File: config.mk
export PLATFORM = sky130hd
export DESIGN_NAME = stopwatch_core
export DESIGN_NICKNAME = d
export VERILOG_FILES = /design/src/rtl/stopwatch_core.sv
export SDC_FILE = /design/constraint.sdc
export NUM_CORES = 1
export LEC_CHECK = 0
export CORE_ASPECT_RATIO = 1.4
export CORE_MARGIN = 8
export CORE_UTILIZATION = 30
export CTS_CLUSTER_DIAMETER = 80
export CTS_CLUSTER_SIZE = 16
export DETAILED_ROUTE_END_ITERATION = 7
export GPL_ROUTABILITY_DRIVEN = 0
export GPL_TIMING_DRIVEN = 0
export SLEW_MARGIN = 20
export SYNTH_ARGS = -nofsm -noshare
export SYNTH_HDL_FRONTEND = slang
export SYNTH_SLANG_ARGS = --single-unit
File: constraint.sdc
create_clock -name clk -period 3.8 [get_ports clk]
set_input_delay 1.14 -clock clk [delete_from_list [all_inputs] [get_ports clk]]
set_output_delay 1.14 -clock clk [all_outputs]
set_load 0.05 [all_outputs]
File: src/rtl/stopwatch_core.sv
// Four-digit M:SS.t stopwatch with a tick prescaler, up/down counting, preload and lap freeze.
// The digits drive the seven-segment mux directly, one BCD nibble per digit.
module stopwatch_core #(
    parameter int TICK_DIV = 250000,
    parameter int DIV_W    = 18,
    parameter int MIN_MAX  = 9,
    parameter int WRAP     = 1
) (
    input  logic       clk,
    input  logic       reset,
    input  logic       start_stop,
    input  logic       lap,
    input  logic       mode,
    input  logic       load,
    input  logic [3:0] load_min,
    input  logic [3:0] load_sec10,
    input  logic [3:0] load_sec1,
    input  logic [3:0] load_tenth,
    output logic [3:0] num_1,
    output logic [3:0] num_2,
    output logic [3:0] num_3,
    output logic [3:0] num_4,
    output logic       running,
    output logic       lap_active,
    output logic       done,
    output logic       tick
);

    typedef enum logic [1:0] {
        ST_IDLE   = 2'd0,
        ST_RUN    = 2'd1,
        ST_PAUSED = 2'd2,
        ST_DONE   = 2'd3
    } state_t;

    localparam logic [3:0]       MIN_LIM  = 4'(MIN_MAX);
    localparam logic [15:0]      CNT_MAX  = {MIN_LIM, 4'd5, 4'd9, 4'd9};
    localparam logic [DIV_W-1:0] DIV_LAST = DIV_W'(TICK_DIV - 1);
    localparam logic [DIV_W-1:0] DIV_ONE  = DIV_W'(1);
    localparam logic [DIV_W-1:0] DIV_ZERO = DIV_W'(0);

    state_t           state_r, state_s;
    logic [15:0]      cnt_r, cnt_s;
    logic [15:0]      cap_r, cap_s;
    logic [15:0]      num_r;
    logic [DIV_W-1:0] div_r, div_s;
    logic             mode_r, mode_s;
    logic             lap_r, lap_s;
    logic             tick_r, tick_s;
    logic             running_r, done_r;
    logic             term_s;
    logic [15:0]      step_s;

    function automatic logic [3:0] sat_digit(input logic [3:0] d, input logic [3:0] lim);
        if (d > lim) begin
            return lim;
        end else begin
            return d;
        end
    endfunction

    // Counter is {min, sec10, sec1, tenth}; callers never pass the maximum value.
    function automatic logic [15:0] count_up(input logic [15:0] c);
        logic [3:0] m, s10, s1, t;
        {m, s10, s1, t} = c;
        if (t != 4'd9) begin
            t = t + 4'd1;
        end else begin
            t = 4'd0;
            if (s1 != 4'd9) begin
                s1 = s1 + 4'd1;
            end else begin
                s1 = 4'd0;
                if (s10 != 4'd5) begin
                    s10 = s10 + 4'd1;
                end else begin
                    s10 = 4'd0;
                    m   = (m == MIN_LIM) ? 4'd0 : m + 4'd1;
                end
            end
        end
        return {m, s10, s1, t};
    endfunction

    // Callers never pass zero, so the minutes borrow cannot underflow.
    function automatic logic [15:0] count_down(input logic [15:0] c);
        logic [3:0] m, s10, s1, t;
        {m, s10, s1, t} = c;
        if (t != 4'd0) begin
            t = t - 4'd1;
        end else begin
            t = 4'd9;
            if (s1 != 4'd0) begin
                s1 = s1 - 4'd1;
            end else begin
                s1 = 4'd9;
                if (s10 != 4'd0) begin
                    s10 = s10 - 4'd1;
                end else begin
                    s10 = 4'd5;
                    m   = (m != 4'd0) ? m - 4'd1 : MIN_LIM;
                end
            end
        end
        return {m, s10, s1, t};
    endfunction

    // Next-state logic: load beats start_stop, which beats lap.
    always_comb begin
        state_s = state_r;
        cnt_s   = cnt_r;
        cap_s   = cap_r;
        div_s   = div_r;
        mode_s  = mode_r;
        lap_s   = lap_r;
        tick_s  = 1'b0;
        term_s  = 1'b0;
        step_s  = 16'd0;
        if (load && (state_r != ST_RUN)) begin
            state_s = ST_IDLE;
            cnt_s   = {sat_digit(load_min, MIN_LIM), sat_digit(load_sec10, 4'd5),
                       sat_digit(load_sec1, 4'd9), sat_digit(load_tenth, 4'd9)};
            div_s   = DIV_ZERO;
            lap_s   = 1'b0;
        end else begin
            case (state_r)
                ST_IDLE: begin
                    if (start_stop) begin
                        mode_s  = mode;
                        div_s   = DIV_ZERO;
                        lap_s   = 1'b0;
                        state_s = (mode && (cnt_r == 16'd0)) ? ST_DONE : ST_RUN;
                    end else begin
                        lap_s = lap ? 1'b0 : lap_r;
                    end
                end
                ST_RUN: begin
                    if (div_r == DIV_LAST) begin
                        div_s  = DIV_ZERO;
                        tick_s = 1'b1;
                        if (!mode_r) begin
                            if (cnt_r == CNT_MAX) begin
                                cnt_s  = (WRAP != 0) ? 16'd0 : cnt_r;
                                term_s = (WRAP == 0);
                            end else begin
                                cnt_s = count_up(cnt_r);
                            end
                        end else begin
                            if (cnt_r == 16'd0) begin
                                term_s = 1'b1;
                            end else begin
                                step_s = count_down(cnt_r);
                                cnt_s  = step_s;
                                term_s = (step_s == 16'd0);
                            end
                        end
                    end else begin
                        div_s = div_r + DIV_ONE;
                    end
                    // A terminal tick wins over a pause so a finished count never sits in PAUSED.
                    if (term_s) begin
                        state_s = ST_DONE;
                        lap_s   = 1'b0;
                    end else if (start_stop) begin
                        state_s = ST_PAUSED;
                    end else if (lap) begin
                        lap_s = !lap_r;
                        cap_s = lap_r ? cap_r : cnt_s;
                    end else begin
                        lap_s = lap_r;
                    end
                end
                ST_PAUSED: begin
                    if (start_stop) begin
                        state_s = ST_RUN;
                    end else begin
                        lap_s = lap ? 1'b0 : lap_r;
                    end
                end
                ST_DONE: begin
                    if (start_stop) begin
                        state_s = ST_IDLE;
                    end else begin
                        lap_s = lap ? 1'b0 : lap_r;
                    end
                end
                default: begin
                    state_s = ST_IDLE;
                end
            endcase
        end
    end

    // State, counter and registered outputs; display follows the counter or the lap capture one cycle late.
    always_ff @(posedge clk) begin
        if (reset) begin
            state_r   <= ST_IDLE;
            cnt_r     <= 16'd0;
            cap_r     <= 16'd0;
            num_r     <= 16'd0;
            div_r     <= DIV_ZERO;
            mode_r    <= 1'b0;
            lap_r     <= 1'b0;
            tick_r    <= 1'b0;
            running_r <= 1'b0;
            done_r    <= 1'b0;
        end else begin
            state_r   <= state_s;
            cnt_r     <= cnt_s;
            cap_r     <= cap_s;
            num_r     <= lap_r ? cap_r : cnt_r;
            div_r     <= div_s;
            mode_r    <= mode_s;
            lap_r     <= lap_s;
            tick_r    <= tick_s;
            running_r <= (state_s == ST_RUN);
            done_r    <= (state_s == ST_DONE);
        end
    end

    assign num_1      = num_r[15:12];
    assign num_2      = num_r[11:8];
    assign num_3      = num_r[7:4];
    assign num_4      = num_r[3:0];
    assign running    = running_r;
    assign lap_active = lap_r;
    assign done       = done_r;
    assign tick       = tick_r;

endmodule
* After elaboration in Yosys (flattened, before gate mapping) *
Cells that the tools add are included.

cells by class
  $add $sub $neg = 9
  magnitude comparators = 4
  equality and inequality tests = 16
  muxes and demuxes = 75
  bitwise operators = 5
  reductions and logical operators = 19

operators with widths
  kind                     number
  $mux W4                  44
  $mux W16                 7
  $mux W18                 2
  $pmux W18 S2             1
  $logic_not A16 Y1        2
  $add A18 B1 Y18 const B  1
  $eq A18 B18 Y1 const B   1
  $add A4 B1 Y4 const B    4
  $eq A16 B16 Y1 const B   1
  $reduce_bool A4 Y1       4
  $sub A4 B1 Y4 const B    4
  $mux W2                  7
  $gt A4 B4 Y1 const B     3
  $mux W1                  12
  $ne A4 B4 Y1 const B     2
  $pmux W2 S4              1
  $eq A2 B2 Y1 const B     3
  $ne A3 B3 Y1 const B     2
  $reduce_and A3 Y1        2
  $reduce_and A6 Y1        1
  $not A1 Y1               5
  $eq A2 B1 Y1 const B     2
  $eq A4 B4 Y1 const B     1
  $gt A4 B3 Y1 const B     1
  11 further kinds         15

storage, ports and cells
  register bits = 73
  bits of input ports = 22
  output and inout port bits = 20
  logic and storage cells = 138

* Logic depth before layout (Yosys ltp) *
  word-level depth = 20
  mapped depth = 11
  depth with buffers taken out = 9

* Worst setup path before layout *
No wires, ideal clock.

  path type = flip-flop to flip-flop
  start = register cnt_r[0]
  end = register lap_r, in the netlist lap_active
  setup time = 127 ps
  arrival = 2747 ps
  required time = 3673 ps
  setup slack = 926 ps
  cell stages (with the launch flop) = 12
  path buffers = 2
  clock period less this slack = 2874 ps
  cells stage by stage = dfxtp_1 -> inv_1 -> ha_1 -> or4b_1 -> buf_6 -> nor3_4 -> mux2i_1 -> nand3b_2 -> nor4_4 -> buf_4 -> nor3_2 -> or3_1

on the way
  longest elaborated chain between the ends = 15
  elaborated cells on any way between the ends = 38
  classes of those cells = add/sub: 1; eq/ne: 2; mux: 31; reduce/logical: 4

RTL lines
  element                                                                   RTL line  text
  start, declared                                                           43        logic [15:0] cnt_r, cnt_s;
  start signal, assigned                                                    209       cnt_r <= cnt_s;
  $sub A4 B1 Y4 / $reduce_bool A4 Y1 (equally long branches)                90, 89
  $mux W4                                                                   89        if (t != 4'd0) begin
  $mux W4                                                                   149       if (cnt_r == 16'd0) begin
  $mux W4                                                                   141       if (!mode_r) begin
  $mux W4                                                                   138       if (div_r == DIV_LAST) begin
  $mux W4                                                                   126       case (state_r)
  $mux W4                                                                   119       if (load && (state_r != ST_RUN)) begin
  $logic_not A16 Y1                                                         154       term_s = (step_s == 16'd0);
  $mux W1 *                                                                 149
  $mux W1 *                                                                 141
  $mux W1 *                                                                 138
  $mux W1 *                                                                 126
  $mux W1 *                                                                 119
  $ne A3 B3 Y1 (no source line) / $mux W1 (equally long branches)           n/a
  $reduce_and A3 Y1 (no source line) / $pmux W1 S3 (equally long branches)  n/a
  end signal, assigned                                                      214       lap_r <= lap_s;
  end, declared                                                             48        logic lap_r, lap_s;

Every way passes the cells marked *; elsewhere a longest branch is shown, timed or not. The select of a mux whose other input is x is not followed.
A chain may end at the register's enable or synchronous reset.

* Worst setup path after layout *
Ends and elaborated chain as after synthesis.

==> metrics.txt <==
status complete, no violations; Post-synth top flop dfxtp_1; Clock Path Buffers 2; DR DRC count 0; CTS H-tree depth 3; Clock Sinks 73; commonest non-fill, non-tap cell in the layout nor2_1; Cell Rows 52; CP endpoint kind flop; Avg Vias per Cell 5.707; largest area contributor in the netlist dfxtp_1; Synth Register Bits 73; Die X 118.2 um; switching pwr 626.2 uW; port bufs 39; DRC marker count from the first detailed-route iteration 303; area growth from synthesis to final layout 21.00%; clock share of power 40.8%; CTS tree built; Synth Instances 559; Vias 4583; critical path class reg -> reg; Post-Synth Simple-Gate Area 29.24%; RSZ-0062 raised after global routing no; I/O pin count 42; routed len/inst 18.25 um; Reg clk slew, reported paths 0.06 ns; post-route clock period utilization 91.66%; XOR/XNOR Fraction of Synth Area 0.3990%; VDD IR max 0.1672 mV; synth top area cells dfxtp_1 (33%), nor2_1 (6.6%), mux2i_1 (5.2%); Synth Net Count 588; number of enable flip-flop cells after synthesis 0; Fmax achieved 0.2871 GHz; final hold violations 0; first-pass GRT wire length 23610 um; remaining global-route overflow 0; Clock Skew 0.009388 ns; Detail Placement HPWL 10850 um; initial antenna violation count 0; root buffer cell clkbuf_16; Total Routing Usage GR 15.56%; Worst Path Max Fanout 10; Final min period 3.483 ns; Final nets 638; Core ar. 14380 um^2; Pins Over Slew Limit 0; mux contribution to synthesized area 5.842%; WL final 14650 um; largest net degree at the start of global routing 14; number of global-route vias before repair 4551; Ys Warns 0; Diodes inserted 0; layout cells sized above 1 7.492%; Post-Synthesis Mean Instance Area 7.854 um^2; largest family of logic cells by synthesized area simple AND/OR/NAND/NOR gates; overall die height 159.1 um; Pint 1.453 mW; Comb pwr share 19.8%; Slew HR 48.31%; most frequent cells in the layout nor2_1 (77), dfxtp_1 (73), clkdlybuf4s50_1 (39); CTS Buf Count 9; number of distinct library cells after synthesis 76; Sw Ratio 30.11%; postcts setup bufs 0; CP Data Required Time 4.02 ns; CP Launch Type flop; Hold WS 0.4562 ns; Post-Syn Area 4390 um^2; Async SR Flop Fraction 0%; Post-DRT Antenna Nets 0; RR Startpoint cnt_r[0]; critical path arrival 3.70 ns; adder-cell area share of the yosys netlist 1.995%; worst hold path class reg -> reg; Final setup viols 0; worst hold start cap_r[4]; CP Launch Point cnt_r[0]; sequential-to-total area share from yosys stat 33.29%; Leak 1.857 nW; PwrDens 391.4 nW/um^2; cts hold-fix bufs 0; Worst-Margin Slew 0.7754 ns; setup tns final 0 ns; Max-cap violations 0; post-cts sizing count 0; Starting Density 30.53%; Sequential Power Share 39.4%; Compound-Gate Fraction of Synth Area 23.20%; Clock Latency Late Sink 0.34 ns; Layout fillers 1487; DRT Pass-1 Iters 6; Die Area 18820 um^2; top cell type's share of synthesized area 33.29%
## registers in the layout, summed over array words and instances, names as in the netlist
| name | flops |
|---|---|
| cap_r | 16 |
| cnt_r | 16 |
| div_r | 18 |
| done | 1 |
| lap_active | 1 |
| mode_r | 1 |
| num_r | 16 |
| running | 1 |
| state_r | 2 |
| tick | 1 |
## final timing paths
| check | end | slack [ns] | cells past startpoint |
|---|---|---|---|
| max | lap_active | 0.32 | 11 |
| min | cap_r[4] | 0.46 | 2 |
| max reg2reg | lap_active | 0.32 | 11 |
| min reg2reg | cap_r[4] | 0.46 | 2 |
## kinds of logic after synthesis
group | count (synthesis)
AO/OA/AOI/OAI | 152
adder cells (fa/ha/maj) | 7
AND/OR/NAND/NOR | 238
XOR/XNOR | 2
flip-flops | 73
buffers and inverters | 62
multiplexers | 25
## through the flow
step / worst slack, ns / util [%] / instance area, um^2 / instances / total power, mW
6_report: 0.3168 / 36.95 / 5313 / 803 / 2.079
5_1_grt: 0.1669 / 36.95 / 5313 / 803 / 2.167
3_3_place_gp: 0.4719 / 34.89 / 5017 / 787 / 1.232
2_1_floorplan: 0.9258 / - / 4390 / 559 / 1.109
4_1_cts: 0.3391 / 36.95 / 5313 / 803 / 2.086
3_5_place_dp: 0.4117 / 34.89 / 5017 / 787 / 1.239
## cell usage after synthesis (4+ instances only)
master    number
nor2b_1        6
buf_1          4
nand2_1       35
o21ai_0       37
buf_2          5
a221oi_1       4
o22ai_1        5
o31ai_1        5
ha_1           7
a311oi_1       5
a21oi_1       35
nand3b_1       4
clkbuf_1      33
nor3_1        21
nor3b_1        5
nor2_1        77
nand2b_1       4
a211oi_1      12
and3_1         6
mux2i_1       23
nand3_1       17
or3_1         15
nand4b_1       4
o211ai_1       5
a31oi_1        4
nand4_1        9
o211a_1        7
dfxtp_1       73
nor4_1         6
inv_1         16
## metal layers
metal	up-vias	global-route usage (%)	part of all wire, %
met5	-	0	0
met4	0	8.884	4.2
met3	45	3.371	6.6
met2	197	27.75	51
met1	2179	16.52	38
li1	2162	-	-
## power by group through the flow
stage	logic (mW)	registers (mW)	clock network, mW
3_5_place_dp	0.403	0.836	0
3_3_place_gp	0.397	0.834	0
4_1_cts	0.406	0.819	0.862
2_1_floorplan	0.246	0.863	0
6_report	0.411	0.820	0.849
5_1_grt	0.447	0.823	0.897
## worst max-delay path: stages, from the launching register on
cell and delay (ns):
dfxtp_1 0.41, inv_1 0.12, ha_1 0.29, or4b_1 0.51, buf_6 0.17, nor3_4 0.27
mux2i_1 0.40, nand3b_2 0.16, nor4_4 0.31, buf_4 0.28, nor3_2 0.06, or3_1 0.37
## cell type report
cell class,count,area [um^2],share of cell area (%)
multi-input cells,424,2664,50.14
inverters,16,60.06,1.130
well taps,189,236.5,4.451
repair buffers,39,390.4,7.348
clock buffers,9,225.2,4.239
plain buffers,46,205.2,3.862
clock inverters,7,70.07,1.319
flip-flops and latches,73,1461,27.51
No activity file was read; power rests on OpenSTA's default activity.
==> patch 1 (same settings) <==
`DIV_W`: 18 -> 14.
--- a/src/rtl/stopwatch_core.sv
+++ b/src/rtl/stopwatch_core.sv
@@ -2,7 +2,7 @@
 // The digits drive the seven-segment mux directly, one BCD nibble per digit.
 module stopwatch_core #(
     parameter int TICK_DIV = 250000,
-    parameter int DIV_W    = 18,
+    parameter int DIV_W    = 14,
     parameter int MIN_MAX  = 9,
     parameter int WRAP     = 1
 ) (
Function: same outputs for any inputs over 4 cycles, from zero or initial values and one cycle with reset high; that may be too few to reach the edited logic, so the function may still have changed.
==> patch 1 against the original RTL <==
- sequential cell count fell by 4
- wire length fell by 8.2%
- final area fell by 4.4%
- die area fell by 5.8%
- setup slack improved by 0.031 ns
- synthesized area fell by 6.6%
- critical endpoint is now cap_r[13]
- total power rose by 5.6%
==> patch 1: results (changes against the original RTL) <==
Status -> completed
Worst R2R Path Depth -> 13 (+2)
Num CTS Buffers -> 9 (unchanged)
Synthesis Warnings -> 0 (unchanged)
Hold Path Sink -> div_r[13]
Number of global-route vias before repair -> 4121 (-9.4%)
First-pass GRT wire length -> 21400 um (-9.3%)
Share of cells above drive strength 1 -> 4.84% (-2.7 points)
Mux contribution to synthesized area -> 8.79% (+2.9 points)
Area share of fa/ha/maj cells after synthesis -> 2.14% (+0.14 points)
Worst slew pin tran -> 0.873 ns (+0.0973 ns)
Reg2reg start -> cnt_r[1]
Total Routing Usage GR -> 15.5% (-0.10 points)
Synth unique cells -> 64 (-16%)
Top cells by area, synth -> dfxtp_1 34%, mux2i_1 8.8%, nor2_1 8.6%
Worst r2r dst -> cap_r[13]
Largest registers -> cap_r x16, cnt_r x16, num_r x16
Register area share after synthesis -> 33.7% (+0.39 points)
Port Buffers -> 39 (unchanged)
Worst EP arrival -> 3.67 ns (-0.03 ns)
Fraction of registers with async set/reset -> 0% (unchanged)
Crit path max-delay family -> simple AND/OR/NAND/NOR gates
FF-to-FF setup slack -> 0.35 ns (+0.03 ns)
Hold Crit Start -> div_r[13]
Biggest cell delay along the critical path -> 0.47 ns (-0.04 ns)
Initial DRC count -> 351 (+16%)
Initial antenna violation count -> 0 (unchanged)
TritonRoute pass-1 iters -> 5 (-1)
Latest clock arrival within the worst-skew pair -> 0.35 ns
Hold Crit Depth -> 1 (-1)
Hold crit path type -> reg -> reg
Synth Area in Compound Gates -> 20.1% (-3.1 points)
Worst path slowest cell -> or4_4
ANT cells -> 0 (unchanged)
Post-synthesis net count -> 553 (-6.0%)
Wirelength, routed -> 13500 um (-8.2%)
Pin count of the biggest net entering global routing -> 12 (-2)
DP Wirelength -> 9730 um (-10%)
Post-CTS sizing -> 0 (unchanged)
Final nets -> 603 (-5.5%)
Synth cell count leaders -> 94 x nor2_1, 69 x dfxtp_1, 36 x mux2i_1
IR drop worst, VDD -> 0.220 mV (+32%)
Leak pwr -> 0.00188 uW (+1.1%)
Vias -> 4162 (-9.2%)
XOR/XNOR Fraction of Synth Area -> 0.641% (+0.24 points)
Clk_skew -> 0.00797 ns (-0.00142 ns)
==> patch 1: changes by cell type after synthesis, moves of 5 or more <==
cell,before,now
o211a_1,7,0
inv_1,16,11
or3_1,15,2
nor3_1,21,16
mux2i_1,23,36
o211ai_1,5,10
and3_1,6,15
nor2_1,77,94
nand2_1,35,23
a211oi_1,12,7
==> patch 1: where the power goes <==
group	leakage, uW	total, uW	switching [uW]	internal, uW
logic	0.00114	400	255	145
registers	0.000561	773	21.9	751
clock network	0.000176	1020	327	695
==> patch 1: area by class of cell <==
cell class	instances	area [um^2]
buffer	42	186
clock buffer	13	270
clock inverter	3	90.1
fill	1422	8310
inverter	12	45.0
multi-input combinational	401	2490
sequential	69	1380
tap	182	228
timing repair buffer	39	390
==> patch 1: worst register-to-register path, stage by stage, from the launching register on <==
cell	delay (ns)
dfxtp_1	0.31
clkbuf_1	0.21
inv_1	0.14
ha_1	0.15
buf_4	0.15
nor3b_4	0.43
nand4b_4	0.21
or4_4	0.47
a2111oi_4	0.46
or3_1	0.19
buf_6	0.17
buf_12	0.17
mux2i_1	0.22
nor2_1	0.06
==> patch 1: per-layer routing <==
| metal | global-route usage [%] | share of wire (%) | vias up | routed length (um) |
|---|---|---|---|---|
| li1 | - | - | 1999 | - |
| met5 | 0 | 0 | - | 0 |
| met1 | 16.8 | 40 | 1948 | 5390 |
| met4 | 8.48 | 4.1 | 0 | 558 |
| met2 | 26.8 | 50 | 170 | 6730 |
| met3 | 3.86 | 5.8 | 45 | 779 |
==> patch 1: worst max-delay path by stage <==
stage                   from   endpoint  slack [ns]  depth (start not counted)
CTS                 cnt_r[1]  cap_r[13]        0.42                         13
detailed placement  cnt_r[1]  cap_r[13]        0.43                         13
finish              cnt_r[1]  cap_r[13]        0.35                         13
floorplan           cnt_r[1]   cap_r[0]        0.90                         13
global route        cnt_r[1]  cap_r[13]        0.17                         13
global placement    cnt_r[1]   cap_r[1]        0.50                         13
==> patch 1: cells by family (layout without fill, tap and decap cells) <==
family	Yosys count	count (layout)
simple gates	228	228
compound gates	127	127
flops	69	69
buf+inv	54	109
mux	36	36
fa+ha+maj	7	7
xor+xnor	3	3
==> patch 1: metrics by stage <==
stage | area [um^2] | instances | hold slack, ns | setup slack (ns) | total power [uW]
2_1_floorplan | 4100 | 524 | 0.448 | 0.905 | 1050
3_3_place_gp | 4720 | 745 | 0.469 | 0.497 | 1180
3_5_place_dp | 4720 | 745 | 0.473 | 0.429 | 1180
4_1_cts | 5080 | 761 | 0.485 | 0.420 | 2200
5_1_grt | 5080 | 761 | 0.505 | 0.170 | 2270
6_report | 5080 | 761 | 0.484 | 0.347 | 2200
==> patch 2 (same flow settings) <==
Without the edit above. Encoding of `state_t`: now Gray code (2 bits for 4 states).
--- a/src/rtl/stopwatch_core.sv
+++ b/src/rtl/stopwatch_core.sv
@@ -27,10 +27,10 @@
 );
 
     typedef enum logic [1:0] {
-        ST_IDLE   = 2'd0,
-        ST_RUN    = 2'd1,
-        ST_PAUSED = 2'd2,
-        ST_DONE   = 2'd3
+        ST_IDLE   = 2'b00,
+        ST_RUN    = 2'b01,
+        ST_PAUSED = 2'b11,
+        ST_DONE   = 2'b10
     } state_t;
 
     localparam logic [3:0]       MIN_LIM  = 4'(MIN_MAX);
Behaviour: no difference found for any inputs over 4 cycles, from zero or initial values and one cycle with reset high; so few cycles prove little.
==> patch 2 against the original RTL <==
- via count down 1.6%
- total power up 2.5%
- wire length down 3.2%
- setup slack better by 0.085 ns
- sequential share of layout area down 0.052 points
- clock power up 1%
- sequential cell count unchanged
- synthesized area down 0.17%
- maximum frequency up 2.5%
- final area up 0.19%
- hold slack better by 0.037 ns
- critical endpoint is now cap_r[8]
- highest routed layer unchanged
==> patch 2: results (changes against the original RTL) <==
Status -> completed
FF-to-FF setup slack -> 0.40 ns (+0.09 ns)
Biggest cell delay along the critical path -> 0.41 ns (-0.10 ns)
Mux contribution to synthesized area -> 7.11% (+1.3 points)
Total Routing Usage GR -> 14.9% (-0.68 points)
Hold Path Sink -> cap_r[11]
Share of cells above drive strength 1 -> 7.67% (+0.18 points)
XOR/XNOR Fraction of Synth Area -> 0.400% (+0.00068 points)
Wl on met1 -> 5780 um (+4.0%)
DP Wirelength -> 10500 um (-3.3%)
Placed cells -> 786 (-0.13%)
Met3 WL post-DR -> 728 um (-25%)
IR drop worst, VDD -> 0.216 mV (+29%)
Slew HR -> 41.3% (-7.0 points)
Register area share after synthesis -> 33.3% (+0.057 points)
Synth Area in Compound Gates -> 22.8% (-0.42 points)
TritonRoute pass-1 iters -> 5 (-1)
First-pass GRT wire length -> 22900 um (-3.0%)
Synth cell count leaders -> 93 x nor2_1, 73 x dfxtp_1, 34 x nand2_1
Filler instances -> 1509 (+1.5%)
P_comb -> 446 uW (+8.5%)
Worst R2R Path Depth -> 12 (+1)
Synthesized area per cell -> 7.85 um^2 (about the same)
Internal -> 1490 uW (+2.6%)
Post-synthesis net count -> 587 (-0.17%)
Top cells by area, synth -> dfxtp_1 33%, nor2_1 8.0%, mux2i_1 6.9%
Initial DRC count -> 361 (+19%)
Worst r2r dst -> cap_r[8]
Final nets -> 637 (-0.16%)
Area share of fa/ha/maj cells after synthesis -> 2.00% (+0.0034 points)
Metal2 WL -> 7210 um (-4.0%)
Met3 GRT Util -> 2.73% (-0.64 points)
-- patch 2: changes by cell type after synthesis, moves of 6 or more --
| cell | before | now |
|---|---|---|
| o21ai_0 | 37 | 31 |
| mux2i_1 | 23 | 30 |
| nor2_1 | 77 | 93 |
| a211oi_1 | 12 | 19 |
| o211a_1 | 7 | 0 |
| or3_1 | 15 | 6 |
-- patch 2: how the worst max path moves through the flow --
stage	start	cells after the start	endpoint	slack, ns
floorplan	cnt_r[0]	12	cap_r[11]	0.82
global placement	cnt_r[0]	12	cap_r[11]	0.28
detailed placement	cnt_r[0]	12	cap_r[8]	0.21
CTS	cnt_r[0]	12	cap_r[8]	0.19
global route	cnt_r[0]	12	cap_r[14]	0.17
finish	cnt_r[0]	12	cap_r[8]	0.40
-- patch 2: layout make-up --
| type | count | share of cell area, % |
|---|---|---|
| Tap cell | 189 | 4.44 |
| Clock inverter | 6 | 1.27 |
| Buffer | 43 | 3.90 |
| Inverter | 15 | 1.06 |
| Clock buffer | 10 | 4.49 |
| Timing Repair Buffer | 39 | 7.33 |
| Sequential cell | 73 | 27.5 |
| Multi-Input combinational cell | 427 | 50.0 |
-- patch 2: through the flow --
stage	util, %	setup WS (ns)	total power, uW	hold WS (ns)
3_5_place_dp	34.8	0.211	1280	0.485
2_1_floorplan	-	0.817	1140	0.457
3_3_place_gp	34.8	0.282	1270	0.472
6_report	37.0	0.402	2130	0.493
5_1_grt	37.0	0.170	2220	0.512
4_1_cts	37.0	0.185	2150	0.498
-- patch 2: logic make-up after synthesis --
family	after synthesis
multiplexers	31
buffers and inverters	58
XOR/XNOR	2
AO/OA/AOI/OAI	148
flip-flops	73
adder cells (fa/ha/maj)	7
AND/OR/NAND/NOR	239
-- patch 2: repair_timing --
item	CTS	global route
setup buffers	0	0
gates resized for setup	0	1
endpoints found under the setup margin	0	7
